**src/rtl/cpu_io_port.sv**
```systemverilog
// Peripheral endpoint of the CPU programmed-I/O interface: input FIFO feeding R_IN/FI,
// output holding register plus FIFO draining R_OUT/FO, sticky overrun and gated interrupt.
module cpu_io_port #(
    parameter int WIDTH = 32,
    parameter int DEPTH = 4
) (
    input  logic             clk,
    input  logic             rst,
    input  logic             ext_in_valid,
    input  logic [WIDTH-1:0] ext_in_data,
    output logic             ext_in_ready,
    output logic [WIDTH-1:0] r_in,
    output logic             fi,
    input  logic             cpu_in_ack,
    input  logic [WIDTH-1:0] r_out,
    input  logic             cpu_out_strobe,
    output logic             fo,
    output logic             ext_out_valid,
    output logic [WIDTH-1:0] ext_out_data,
    input  logic             ext_out_ready,
    input  logic             int_en,
    output logic             irq,
    output logic             overrun,
    input  logic             ovr_clr
);
    localparam int PW = (DEPTH > 1) ? $clog2(DEPTH) : 1;
    localparam logic [PW:0] FULL_CNT = (PW+1)'(DEPTH);

    logic [WIDTH-1:0] in_mem_q  [DEPTH];
    logic [WIDTH-1:0] in_mem_d  [DEPTH];
    logic [WIDTH-1:0] out_mem_q [DEPTH];
    logic [WIDTH-1:0] out_mem_d [DEPTH];
    logic [PW-1:0]    in_wp_q, in_wp_d, in_rp_q, in_rp_d;
    logic [PW-1:0]    out_wp_q, out_wp_d, out_rp_q, out_rp_d;
    logic [PW:0]      in_cnt_q, in_cnt_d, out_cnt_q, out_cnt_d;
    logic [WIDTH-1:0] r_in_q, r_in_d, hold_q, hold_d;
    logic             fi_q, fi_d, fo_q, fo_d;
    logic             overrun_q, overrun_d, irq_q, irq_d;

    logic in_full, in_push, in_pop;
    logic out_full, drain, capture, out_pop;

    function automatic logic [PW:0] cnt_next(input logic [PW:0] cnt, input logic inc,
                                             input logic dec);
        logic [PW:0] r;
        r = cnt;
        if (inc && !dec)
            r = cnt + (PW+1)'(1);
        else if (dec && !inc)
            r = cnt - (PW+1)'(1);
        return r;
    endfunction

    always_comb begin
        in_full  = (in_cnt_q == FULL_CNT);
        in_push  = ext_in_valid & ~in_full;
        // The load decision uses the registered count, so a word pushed this cycle waits a cycle.
        in_pop   = (in_cnt_q != '0) & (~fi_q | cpu_in_ack);

        in_mem_d = in_mem_q;
        if (in_push)
            in_mem_d[in_wp_q] = ext_in_data;
        in_wp_d  = in_push ? in_wp_q + PW'(1) : in_wp_q;
        in_rp_d  = in_pop  ? in_rp_q + PW'(1) : in_rp_q;
        in_cnt_d = cnt_next(in_cnt_q, in_push, in_pop);

        r_in_d = r_in_q;
        fi_d   = fi_q;
        if (in_pop) begin
            r_in_d = in_mem_q[in_rp_q];
            fi_d   = 1'b1;
        end else if (cpu_in_ack) begin
            fi_d   = 1'b0;
        end
    end

    always_comb begin
        out_full  = (out_cnt_q == FULL_CNT);
        drain     = fo_q & ~out_full;
        capture   = cpu_out_strobe & (~fo_q | drain);
        out_pop   = (out_cnt_q != '0) & ext_out_ready;

        out_mem_d = out_mem_q;
        if (drain)
            out_mem_d[out_wp_q] = hold_q;
        out_wp_d  = drain   ? out_wp_q + PW'(1) : out_wp_q;
        out_rp_d  = out_pop ? out_rp_q + PW'(1) : out_rp_q;
        out_cnt_d = cnt_next(out_cnt_q, drain, out_pop);

        hold_d    = capture ? r_out : hold_q;
        fo_d      = capture | (fo_q & ~drain);
        // A clear and a fresh drop in the same cycle leave the flag set.
        overrun_d = (overrun_q & ~ovr_clr) | (cpu_out_strobe & fo_q & ~drain);
        irq_d     = int_en & (fi_q | overrun_q);
    end

    always_ff @(posedge clk) begin
        if (rst) begin
            for (int i = 0; i < DEPTH; i++) begin
                in_mem_q[i]  <= '0;
                out_mem_q[i] <= '0;
            end
            in_wp_q   <= '0;
            in_rp_q   <= '0;
            in_cnt_q  <= '0;
            out_wp_q  <= '0;
            out_rp_q  <= '0;
            out_cnt_q <= '0;
            r_in_q    <= '0;
            hold_q    <= '0;
            fi_q      <= 1'b0;
            fo_q      <= 1'b0;
            overrun_q <= 1'b0;
            irq_q     <= 1'b0;
        end else begin
            in_mem_q  <= in_mem_d;
            out_mem_q <= out_mem_d;
            in_wp_q   <= in_wp_d;
            in_rp_q   <= in_rp_d;
            in_cnt_q  <= in_cnt_d;
            out_wp_q  <= out_wp_d;
            out_rp_q  <= out_rp_d;
            out_cnt_q <= out_cnt_d;
            r_in_q    <= r_in_d;
            hold_q    <= hold_d;
            fi_q      <= fi_d;
            fo_q      <= fo_d;
            overrun_q <= overrun_d;
            irq_q     <= irq_d;
        end
    end

    assign ext_in_ready  = ~in_full;
    assign r_in          = r_in_q;
    assign fi            = fi_q;
    assign fo            = fo_q;
    assign ext_out_valid = (out_cnt_q != '0);
    assign ext_out_data  = out_mem_q[out_rp_q];
    assign irq           = irq_q;
    assign overrun       = overrun_q;

endmodule

```
**config.mk**
```make
export PLATFORM = sky130hd
export DESIGN_NAME = cpu_io_port
export DESIGN_NICKNAME = d
export VERILOG_FILES = /design/src/rtl/cpu_io_port.sv
export SDC_FILE = /design/constraint.sdc
export NUM_CORES = 1
export LEC_CHECK = 0
export CAP_MARGIN = 20
export CORE_MARGIN = 3
export CORE_UTILIZATION = 50
export DETAILED_ROUTE_END_ITERATION = 16
export PLACE_DENSITY_LB_ADDON = 0.12
export SYNTH_ARGS = -nofsm -noshare
export SYNTH_HDL_FRONTEND = slang
export SYNTH_SLANG_ARGS = --single-unit
```
**constraint.sdc**
```tcl
create_clock -name clk -period 2.55 [get_ports clk]
set_input_delay 0.255 -clock clk [delete_from_list [all_inputs] [get_ports clk]]
set_output_delay 0.255 -clock clk [all_outputs]
set_load 0.01 [all_outputs]
```
Yosys cells after proc, flatten, opt, wreduce, memory -nomap -nowiden
Cells that the tools add are included.

Register bits: 338. Input bits: 72. Output and inout bits: 70.

Add/sub/neg operators: 8. Order comparisons: 6. Equal/unequal tests: 2. Muxes and demuxes: 18. Bitwise gates (word level): 25. Reduce and logical (&&, ||, !) cells: 15.

Operator list (number): 128-bit bitwise mux (2); 32-bit 2-to-1 mux (6); 32-bit binary-select mux with 2-bit select (2); 32-bit demux with 2-bit select (2); 3-bit greater-or-equal comparator (second input constant) (4); 3-bit 2-to-1 mux (4); 2-bit inverter with 3-bit output (4); 1-bit AND (10); 2-bit by 1-bit adder with 2-bit output (second input constant) (4); 3-bit by 1-bit adder with 3-bit output (second input constant) (2); 3-bit equality test (second input constant) (2); 1-bit logical AND (6); 3-bit by 1-bit < comparator with 1-bit output (second input constant) (2); 1-bit inverter (6); 2-bit nonzero test (3); 3-bit nonzero test (2); 3-bit by 1-bit subtractor with 3-bit output (second input constant) (2); 1-bit bitwise OR (5); 1-bit zero test (4); 1-bit 2-to-1 mux (2).

Depth between registers and ports, before layout
Gate-level depths: netlist of the first run.

Word-level depth: 7. Gate-level depth with buffers: 9. Depth with buffers taken out: 8.

Worst setup path after synthesis of the first run
No wires, ideal clock.

Path kind: flip-flop to flip-flop. From: register fo_q (netlist: fo). To: register out_cnt_q[2]. Setup time: 0.070 ns. Data arrival time: 2.195 ns. Required time: 2.480 ns. Slack: 0.285 ns. Cell stages (with the launch flop): 10. Path buffers: 1. Clock period less this slack: 2.265 ns. Path through: dfxtp_1 -> clkbuf_1 -> inv_1 -> nor2_1 -> ha_1 -> inv_1 -> fa_1 -> xor2_1 -> or3_2 -> a21oi_1.

Word-level cells in the longest chain between the ends: 4.

Ends and longest elaborated chain: start: declaration (line 37) `logic fi_q, fi_d, fo_q, fo_d;`; start signal: assignment (line 127) `fo_q <= fo_d;`; 1-bit AND (*) (line 79) `drain = fo_q & ~out_full;`; net drain (line 41) `logic out_full, drain, capture, out_pop;`; 1-bit zero test (line 49) `else if (dec && !inc)`; 1-bit logical AND (line 49); 2-bit nonzero test (no line); end signal: assignment (line 123) `out_cnt_q <= out_cnt_d;`; end: declaration (line 35) `logic [PW:0] in_cnt_q, in_cnt_d, out_cnt_q, out_cnt_d;`.

Mark *: on every way through the listed nets, which the timed path passes. The rest lies on a longest branch. A chain may end at the register's enable or synchronous reset.

Worst setup path in the final report of the first run
From: register out_rp_q[0]. To: output port ext_out_data[27].

Word-level cells in the longest chain between the ends: 4.

Ends and longest elaborated chain: start: declaration (line 34) `logic [PW-1:0] out_wp_q, out_wp_d, out_rp_q, out_rp_d;`; start signal: assignment (line 122) `out_rp_q <= out_rp_d;`; 2-bit inverter with 3-bit output (not written as such) (line 138) `assign ext_out_data = out_mem_q[out_rp_q];`; 32-bit binary-select mux with 2-bit select (line 138); 32-bit 2-to-1 mux (not written as such) (2 in series) (line 138); end: declaration (line 19) `output logic [WIDTH-1:0] ext_out_data,`.

Every way passes these cells. The select of a mux whose other input is x is not followed.

==> report_table.html, run 1 <==
<table>
<tr><th>Metric</th><th>Value</th></tr>
<tr><th colspan="2">Run status</th></tr>
<tr><td>Status</td><td>finished clean</td></tr>
<tr><th colspan="2">Synthesis</th></tr>
<tr><td>Cells after synthesis</td><td>roughly 1,300</td></tr>
<tr><td>Fraction of the mapped netlist area in simple logic gates</td><td>16.6%</td></tr>
<tr><td>Number of different library cells in the post-synthesis netlist</td><td>36</td></tr>
<tr><td>Xor and xnor area share after synthesis</td><td>less than 1%</td></tr>
<tr><td>Commonest register cell after synthesis</td><td>sky130_fd_sc_hd__dfxtp_1</td></tr>
<tr><td>Fraction of the yosys area taken by sequential cells</td><td>between 40% and 50%</td></tr>
<tr><td>Synthesized area</td><td>between 10,000 and 15,000 um^2</td></tr>
<tr><td>Async S/R FF share, synth</td><td>0%</td></tr>
<tr><td>Net count after synthesis</td><td>1,347</td></tr>
<tr><td>Total of flip-flops plus latches after synthesis</td><td>approximately 340</td></tr>
<tr><td>Multiplexer share of the synthesized area</td><td>~30%</td></tr>
<tr><td>Synth warn</td><td>0</td></tr>
<tr><td>Area fraction in compound gates after synthesis</td><td>under 10%</td></tr>
<tr><td>Number of enable flip-flop cells after synthesis</td><td>0</td></tr>
<tr><td>Combinational family with the most area after synthesis</td><td>multiplexers</td></tr>
<tr><td>Avg Inst Size Synth</td><td>roughly 12 um^2</td></tr>
<tr><td>Fraction of the mapped netlist area in adder cells</td><td>between 1 and 1.5%</td></tr>
<tr><th colspan="2">Power and ir drop</th></tr>
<tr><td>Overall Power</td><td>approximately 14 mW</td></tr>
<tr><td>Reported leakage power</td><td>roughly 7.6 nW</td></tr>
<tr><td>Power density of the placed cells</td><td>between 700 and 800 nW/um^2</td></tr>
<tr><td>Worst IR drop on VDD</td><td>approximately 0.00054 V</td></tr>
<tr><th colspan="2">Min path</th></tr>
<tr><td>Hold Path Stages</td><td>2</td></tr>
<tr><td>Hold Crit Class</td><td>in -&gt; reg</td></tr>
<tr><th colspan="2">Floorplanning</th></tr>
<tr><td>Die Footprint</td><td>31,600 um^2</td></tr>
<tr><td>Std-Cell Rows</td><td>62</td></tr>
<tr><td>Count of boundary I/O pins</td><td>about 140</td></tr>
<tr><td>Core area</td><td>around 29,000 um^2</td></tr>
<tr><td>Die boundary width</td><td>178 um</td></tr>
<tr><td>Y dimension of the die</td><td>around 180 um</td></tr>
<tr><td>Effective utilization at floorplan</td><td>between 50% and 60%</td></tr>
<tr><th colspan="2">Drt</th></tr>
<tr><td>Number of vias in the routed layout</td><td>9,349</td></tr>
<tr><td>Pre-Repair DR Iteration Count</td><td>4</td></tr>
<tr><td>Number of DRC violations after detailed routing</td><td>0</td></tr>
<tr><td>Starting DRT DRC Count</td><td>around 450</td></tr>
<tr><td>Number of vias per cell after detailed routing</td><td>roughly 5.2</td></tr>
<tr><td>Detailed-route wire length</td><td>31,600 um</td></tr>
<tr><td>Detailed-route wire length per cell</td><td>around 18 um</td></tr>
<tr><td>Remaining antenna violation count after routing</td><td>0</td></tr>
<tr><th colspan="2">Clock network</th></tr>
<tr><td>Clock tree from TritonCTS</td><td>done</td></tr>
<tr><td>Maximum level of the CTS H-tree</td><td>2</td></tr>
<tr><td># hold bufs at CTS</td><td>0</td></tr>
<tr><td>Root Buffer</td><td>sky130_fd_sc_hd__clkbuf_16</td></tr>
<tr><td>Clock insertion delay at the later pin of the skew report</td><td>~530 ps</td></tr>
<tr><td>Number of CTS-inserted buffers</td><td>38</td></tr>
<tr><td>Post_cts resized</td><td>0</td></tr>
<tr><td>Max Root-Sink Buffers</td><td>3</td></tr>
<tr><td>Post-CTS Setup Repair Bufs</td><td>0</td></tr>
<tr><td>Count of clock tree sinks</td><td>338</td></tr>
<tr><td>Clock slew seen by the registers of the worst setup and hold paths</td><td>about 60 ps</td></tr>
<tr><th colspan="2">Timing</th></tr>
<tr><td>Final Skew</td><td>approximately 17 ps</td></tr>
<tr><td>Max Fclk</td><td>slightly above 400 MHz</td></tr>
<tr><td>Final Hold Violating Endpoints</td><td>0</td></tr>
<tr><td>Setup repair after global routing missed its margin</td><td>false</td></tr>
<tr><td>Tmin final</td><td>roughly 2500 ps</td></tr>
<tr><td>Relative slew slack</td><td>around 67%</td></tr>
<tr><td>Pins Over Slew Limit</td><td>0</td></tr>
<tr><td>Final clock period utilization by the worst path</td><td>a little under 100%</td></tr>
<tr><td>Setup violation total in the final timing report</td><td>0</td></tr>
<tr><td>Slew at the pin with the worst max-slew slack</td><td>roughly 490 ps</td></tr>
<tr><td>Post-Route Setup TNS</td><td>0 ps</td></tr>
<tr><th colspan="2">Final layout</th></tr>
<tr><td>Final Non-Filler Cells</td><td>1,793</td></tr>
<tr><td>Antenna Cells</td><td>0</td></tr>
<tr><td>Share of layout cells above drive strength 1</td><td>between 10% and 20%</td></tr>
<tr><td>Number of nets in the finished design</td><td>approximately 1,500</td></tr>
<tr><td>Post-route standard cell area excluding fillers</td><td>about 18,000 um^2</td></tr>
<tr><td>Fillers</td><td>2,353</td></tr>
<tr><td>FF+latch area</td><td>6770 um^2</td></tr>
<tr><td>Area occupied by multi-input gates</td><td>around 7500 um^2</td></tr>
<tr><td>Layout overhead on the synthesized area</td><td>21.0%</td></tr>
<tr><th colspan="2">GRT</th></tr>
<tr><td>Largest net degree at the start of global routing</td><td>129</td></tr>
<tr><td>Global router's overall resource usage</td><td>20.0%</td></tr>
<tr><td>Initial antenna violation count</td><td>1</td></tr>
<tr><td>Via count of the first global-routing pass</td><td>about 9,700</td></tr>
<tr><td>Overflow after GRT</td><td>0</td></tr>
<tr><td>Wire length of the first global-routing pass</td><td>a little over 50,000 um</td></tr>
<tr><th colspan="2">Critical path</th></tr>
<tr><td>Crit start category</td><td>flop</td></tr>
<tr><td>Signal arrival time at the worst endpoint</td><td>approximately 2200 ps</td></tr>
<tr><td>Critical path class</td><td>reg -&gt; out</td></tr>
<tr><td>Setup slack, reg-to-reg</td><td>approximately 270 ps</td></tr>
<tr><td>Worst path required time</td><td>around 2300 ps</td></tr>
<tr><td>Reg2reg path depth</td><td>7</td></tr>
<tr><td>Largest fanout on the critical path</td><td>14</td></tr>
<tr><td>Critical path endpoint category</td><td>output pin</td></tr>
<tr><th colspan="2">Run</th></tr>
<tr><td>Max-Cap Viols</td><td>0</td></tr>
<tr><th colspan="2">Placed design</th></tr>
<tr><td>Placed cell count</td><td>~1,700</td></tr>
<tr><td>RD Place Congestion</td><td>approximately 0.75</td></tr>
<tr><td>Area of placed instances</td><td>16,600 um^2</td></tr>
<tr><td>I/O Buffers</td><td>141</td></tr>
<tr><td>Post-detailed-placement half-perimeter wirelength</td><td>around 19,000 um</td></tr>
</table>
## synthesized netlist by cell type, types with 10 or more instances
| cell type | n | share of area (%) |
|---|---|---|
| sky130_fd_sc_hd__a22o_1 | 32 | 1.9 |
| sky130_fd_sc_hd__dfxtp_1 | 338 | 46 |
| sky130_fd_sc_hd__a21oi_1 | 10 | 0.34 |
| sky130_fd_sc_hd__ha_1 | 10 | 0.85 |
| sky130_fd_sc_hd__nor2_1 | 12 | 0.31 |
| sky130_fd_sc_hd__clkbuf_1 | 54 | 1.4 |
| sky130_fd_sc_hd__mux4_2 | 64 | 9.8 |
| sky130_fd_sc_hd__mux2i_1 | 290 | 20 |
| sky130_fd_sc_hd__nand2b_1 | 353 | 15 |
| sky130_fd_sc_hd__buf_2 | 23 | 0.78 |
## through the flow
| step | utilization [%] | hold WS, ps | worst slack [ps] |
|---|---|---|---|
| after floorplan | - | 372 | 285 |
| after global placement | 57.4 | 455 | 300 |
| after detailed placement | 57.4 | 461 | 195 |
| after CTS | 61.7 | 96.5 | 8.07 |
| after global routing | 61.8 | 121 | 6.00 |
| final | 61.8 | 128 | 70.8 |
## worst max-delay path: stages, from the launching register on
cell and delay [ps]:
sky130_fd_sc_hd__dfxtp_4 440, sky130_fd_sc_hd__buf_12 200, sky130_fd_sc_hd__mux4_2 520, sky130_fd_sc_hd__clkdlybuf4s50_1 540
## worst paths after layout
check	start	endpoint
setup reg to reg	out_cnt_q[0]	out_cnt_q[2]
hold / removal	rst	in_cnt_q[1]
setup / recovery	out_rp_q[0]	ext_out_data[27]
hold reg to reg	out_mem_q[97]	out_mem_q[97]
## final cells by class
class	count	share of cell area, %
timing repair buffer	173	10.4
inverter	10	0.211
clock inverter	16	0.996
multi-input combinational	820	41.8
sequential	338	38.0
tap	384	2.69
clock buffer	52	5.85
## flip-flops by register name (all words and copies together) (netlist names)
name and cells:
out_rp_q 2, fi 1, in_cnt_q 3, out_wp_q 2, hold_q 32, r_in 32, in_rp_q 2, overrun 1
out_mem_q 128, irq 1, out_cnt_q 3, in_mem_q 128, in_wp_q 2, fo 1
## layer usage
layer / part of all wire [%] / wire [um] / vias up / GRT usage (%)
li1: - / - / 4615 / -
met1: 47 / 14900 / 4559 / 26.8
met2: 48 / 15000 / 133 / 33.8
met3: 3.8 / 1200 / 40 / 3.47
met4: 1.5 / 480 / 2 / 4.88
met5: 0.041 / 13 / - / 0
## report_power, final
part / internal (mW) / switching [mW]
Combinational: 1.52 / 1.47
Sequential: 5.64 / 0.254
Clock: 3.19 / 2.17
Total: 10.3 / 3.89
## cells in the final DEF, fill, tap and decap left out, types with 12 or more instances in the layout
master | netlist | final
sky130_fd_sc_hd__nand2b_1 | 353 | 353
sky130_fd_sc_hd__dfxtp_1 | 338 | 336
sky130_fd_sc_hd__mux2i_1 | 290 | 290
sky130_fd_sc_hd__clkdlybuf4s50_1 | 0 | 138
sky130_fd_sc_hd__mux4_2 | 64 | 64
sky130_fd_sc_hd__clkbuf_16 | 0 | 39
sky130_fd_sc_hd__a22o_1 | 32 | 32
sky130_fd_sc_hd__buf_4 | 9 | 16
sky130_fd_sc_hd__buf_12 | 3 | 15
sky130_fd_sc_hd__nor2_1 | 12 | 12
## cell families (layout without fill, tap and decap cells)
| group | Yosys count | count (layout) |
|---|---|---|
| flip-flops | 338 | 338 |
| multiplexers | 355 | 355 |
| AND/OR/NAND/NOR | 394 | 394 |
| AO/OA/AOI/OAI | 53 | 53 |
| adder cells (fa/ha/maj) | 12 | 12 |
| buffers and inverters | 105 | 251 |
| XOR/XNOR | 6 | 6 |
(Power assumes the default switching activity.)
==> run 2, diff against run 1 <==
Settings changed: CTS_CLUSTER_DIAMETER set to 150.
==> results of run 2 <==
The final DEF is identical to that of run 1; final timing and power are the same.
==> run 3, diff against run 2 <==
Settings changed: GPL_TIMING_DRIVEN set to 0.
==> report_table.html, run 3 (synthesis gave the netlist of run 1 again) <==
<table>
<tr><th>Metric</th><th>Value</th></tr>
<tr><th colspan="2">Drt</th></tr>
<tr><td>Remaining antenna violation count after routing</td><td>0 (unchanged)</td></tr>
<tr><td>Number of DRC violations after detailed routing</td><td>0 (unchanged)</td></tr>
<tr><td>Pre-Repair DR Iteration Count</td><td>5 (was 4)</td></tr>
<tr><td>Number of vias per cell after detailed routing</td><td>5.30 (was 5.21)</td></tr>
<tr><td>Number of vias in the routed layout</td><td>9,794 (was 9,349)</td></tr>
<tr><td>Starting DRT DRC Count</td><td>404 (was 454)</td></tr>
<tr><td>Detailed-route wire length per cell</td><td>19.1 um (was 17.6 um)</td></tr>
<tr><td>Detailed-route wire length</td><td>35,300 um (was 31,600 um)</td></tr>
<tr><th colspan="2">GRT</th></tr>
<tr><td>Initial antenna violation count</td><td>1 (unchanged)</td></tr>
<tr><td>Wire length of the first global-routing pass</td><td>55,500 um (was 51,100 um)</td></tr>
<tr><td>Global router's overall resource usage</td><td>22.3% (was 20.0%)</td></tr>
<tr><td>Via count of the first global-routing pass</td><td>10,200 (was 9,707)</td></tr>
<tr><td>Met3 GRT Util</td><td>3.15% (was 3.47%)</td></tr>
<tr><td>Overflow after GRT</td><td>0 (unchanged)</td></tr>
<tr><td>Busiest layer in global routing</td><td>met2 (unchanged)</td></tr>
<tr><td>Met2 Usage GRT</td><td>40.1% (was 33.8%)</td></tr>
<tr><td>Global-route met1 utilization</td><td>28.5% (was 26.8%)</td></tr>
<tr><td>Largest net degree at the start of global routing</td><td>15 (was 129)</td></tr>
<tr><th colspan="2">Run</th></tr>
<tr><td>Max-Cap Viols</td><td>0 (unchanged)</td></tr>
<tr><th colspan="2">Floorplanning</th></tr>
<tr><td>Count of boundary I/O pins</td><td>142 (unchanged)</td></tr>
<tr><td>Std-Cell Rows</td><td>62 (unchanged)</td></tr>
<tr><td>Y dimension of the die</td><td>178 um (unchanged)</td></tr>
<tr><td>Die boundary width</td><td>178 um (unchanged)</td></tr>
<tr><td>Effective utilization at floorplan</td><td>51.1% (unchanged)</td></tr>
<tr><td>Die Footprint</td><td>31,600 um^2 (unchanged)</td></tr>
<tr><td>Core area</td><td>28,900 um^2 (unchanged)</td></tr>
<tr><th colspan="2">Power and ir drop</th></tr>
<tr><td>Worst IR drop on VDD</td><td>0.000571 V (was 0.000542 V)</td></tr>
<tr><td>Relative contribution of sequential cells to total power</td><td>41.6% (was 41.4%)</td></tr>
<tr><td>Cell Int Power</td><td>10.3 mW (about the same)</td></tr>
<tr><td>Proportion of power drawn by combinational gates</td><td>21.8% (was 21.0%)</td></tr>
<tr><td>Reported leakage power</td><td>7.64 nW (was 7.56 nW)</td></tr>
<tr><td>Net switching power</td><td>3.81 mW (was 3.89 mW)</td></tr>
<tr><td>Power density of the placed cells</td><td>789 nW/um^2 (was 799 nW/um^2)</td></tr>
<tr><td>Portion of total power attributed to the clock network</td><td>36.6% (was 37.6%)</td></tr>
<tr><td>Overall Power</td><td>14.1 mW (was 14.2 mW)</td></tr>
<tr><td>Sw frac</td><td>27.0% (was 27.3%)</td></tr>
<tr><th colspan="2">Critical path</th></tr>
<tr><td>Critical path class</td><td>reg -&gt; out (unchanged)</td></tr>
<tr><td>Crit start category</td><td>flop (unchanged)</td></tr>
<tr><td>Critical path endpoint category</td><td>output pin (unchanged)</td></tr>
<tr><td>Signal arrival time at the worst endpoint</td><td>2240 ps (was 2220 ps)</td></tr>
<tr><td>Worst path required time</td><td>2300 ps (about the same)</td></tr>
<tr><td>Setup slack, reg-to-reg</td><td>290 ps (was 270 ps)</td></tr>
<tr><td>Largest fanout on the critical path</td><td>10 (was 14)</td></tr>
<tr><th colspan="2">Clock network</th></tr>
<tr><td>Clock insertion delay at the later pin of the skew report</td><td>500 ps (was 530 ps)</td></tr>
<tr><td># hold bufs at CTS</td><td>0 (unchanged)</td></tr>
<tr><td>Clock tree from TritonCTS</td><td>done (unchanged)</td></tr>
<tr><td>Post-CTS Setup Repair Bufs</td><td>0 (unchanged)</td></tr>
<tr><td>Root Buffer</td><td>sky130_fd_sc_hd__clkbuf_16 (unchanged)</td></tr>
<tr><td>Count of clock tree sinks</td><td>338 (unchanged)</td></tr>
<tr><td>Clock slew seen by the registers of the worst setup and hold paths</td><td>60 ps (about the same)</td></tr>
<tr><td>Max Root-Sink Buffers</td><td>3 (unchanged)</td></tr>
<tr><td>Maximum level of the CTS H-tree</td><td>2 (unchanged)</td></tr>
<tr><td>Number of CTS-inserted buffers</td><td>37 (was 38)</td></tr>
<tr><th colspan="2">Final layout</th></tr>
<tr><td>Commonest non-fill, non-tap cell in the layout</td><td>sky130_fd_sc_hd__nand2b_1 (unchanged)</td></tr>
<tr><td>Share of layout cells above drive strength 1</td><td>11.7% (was 12.3%)</td></tr>
<tr><td>Most frequent cells in the layout</td><td>sky130_fd_sc_hd__nand2b_1, sky130_fd_sc_hd__dfxtp_1, sky130_fd_sc_hd__mux2i_1 (unchanged)</td></tr>
<tr><td>Antenna Cells</td><td>0 (unchanged)</td></tr>
<tr><td>Layout overhead on the synthesized area</td><td>21.2% (was 21.0%)</td></tr>
<tr><td>Number of nets in the finished design</td><td>1,523 (was 1,465)</td></tr>
<tr><td>Top Registers</td><td>in_mem_q x128, out_mem_q x128 (unchanged)</td></tr>
<tr><th colspan="2">Timing</th></tr>
<tr><td>Tmin final</td><td>2500 ps (was 2480 ps)</td></tr>
<tr><td>Post-Route Setup TNS</td><td>0 ps (unchanged)</td></tr>
<tr><td>Final Hold Violating Endpoints</td><td>0 (unchanged)</td></tr>
<tr><td>Pins Over Slew Limit</td><td>0 (unchanged)</td></tr>
<tr><td>Final Skew</td><td>10.8 ps (was 16.6 ps)</td></tr>
<tr><td>Relative slew slack</td><td>50.0% (was 67.1%)</td></tr>
<tr><td>Max Fclk</td><td>401 MHz (was 403 MHz)</td></tr>
<tr><td>Slew at the pin with the worst max-slew slack</td><td>750 ps (was 490 ps)</td></tr>
<tr><td>Final clock period utilization by the worst path</td><td>97.9% (was 97.2%)</td></tr>
<tr><td>Final WS setup</td><td>53.9 ps (was 70.8 ps)</td></tr>
<tr><td>Worst Hold Margin</td><td>163 ps (was 128 ps)</td></tr>
<tr><td>Setup violation total in the final timing report</td><td>0 (unchanged)</td></tr>
<tr><th colspan="2">Placed design</th></tr>
<tr><td>I/O Buffers</td><td>139 (was 141)</td></tr>
<tr><td>RD Place Congestion</td><td>0.756 (was 0.751)</td></tr>
<tr><td>Post-detailed-placement half-perimeter wirelength</td><td>23,900 um (was 19,200 um)</td></tr>
<tr><td>Worst slack after detailed placement</td><td>-1.18 ps (was 195 ps)</td></tr>
<tr><th colspan="2">Min path</th></tr>
<tr><td>Hold Crit Class</td><td>in -&gt; reg (unchanged)</td></tr>
<tr><th colspan="2">Run status</th></tr>
<tr><td>Status</td><td>finished clean (unchanged)</td></tr>
</table>
==> run 3: changes by cell type in the layout (fill, tap and decap cells not counted), moves of 6 or more <==
cell / delta
sky130_fd_sc_hd__buf_12: -9
sky130_fd_sc_hd__buf_4: -7
sky130_fd_sc_hd__clkdlybuf4s50_1: -6
sky130_fd_sc_hd__buf_2: +19
sky130_fd_sc_hd__clkbuf_1: +50
==> run 3: final cells by class <==
class | instances | area, um^2
Clock inverter | 10 | 125
Multi-Input combinational cell | 820 | 7430
Tap cell | 384 | 480
Clock buffer | 53 | 1040
Fill cell | 2384 | 11000
Timing Repair Buffer | 139 | 1410
Buffer | 93 | 573
Inverter | 10 | 37.5
Sequential cell | 338 | 6770
==> run 3: routing by layer <==
layer	up-vias	wire, um
li1	4732	-
met1	4841	15400
met2	176	17800
met3	45	1410
met4	0	691
met5	-	0
==> run 3: power groups by stage <==
stage               sequential, mW  combinational [mW]  clock (mW)
floorplan                     5.93                2.04           0
global placement              5.94                3.00           0
detailed placement            5.96                3.03           0
CTS                           5.86                3.12        5.25
global route                  5.90                3.33        5.45
finish                        5.86                3.07        5.15
==> run 3: worst paths after layout <==
path,from,to,cells past startpoint
max,out_rp_q[0],ext_out_data[21],4
min reg2reg,in_mem_q[20],in_mem_q[20],2
max reg2reg,out_cnt_q[0],out_cnt_q[2],7
min,ext_in_valid,in_wp_q[1],3
==> run 3: stage by stage <==
| step | instances | area, um^2 | utilization, % |
|---|---|---|---|
| finish | 1847 | 17900 | 61.9 |
| global placement | 1786 | 16600 | 57.5 |
| detailed placement | 1786 | 16600 | 57.5 |
| global route | 1847 | 17900 | 61.9 |
| floorplan | 1263 | 14700 | - |
| CTS | 1847 | 17800 | 61.8 |
==> run 3: worst max-delay path, cell delays in order, from the launching register on <==
cell and delay [ps]:
sky130_fd_sc_hd__dfxtp_1 350, sky130_fd_sc_hd__buf_6 180, sky130_fd_sc_hd__buf_12 170, sky130_fd_sc_hd__mux4_2 520, sky130_fd_sc_hd__clkdlybuf4s50_1 500
==> run 3: repair_timing <==
action	CTS	global route
pin swaps	0	0
endpoints found under the setup margin	30	15
endpoints found under the hold margin	0	0
resized for setup	22	9
cloned	0	0
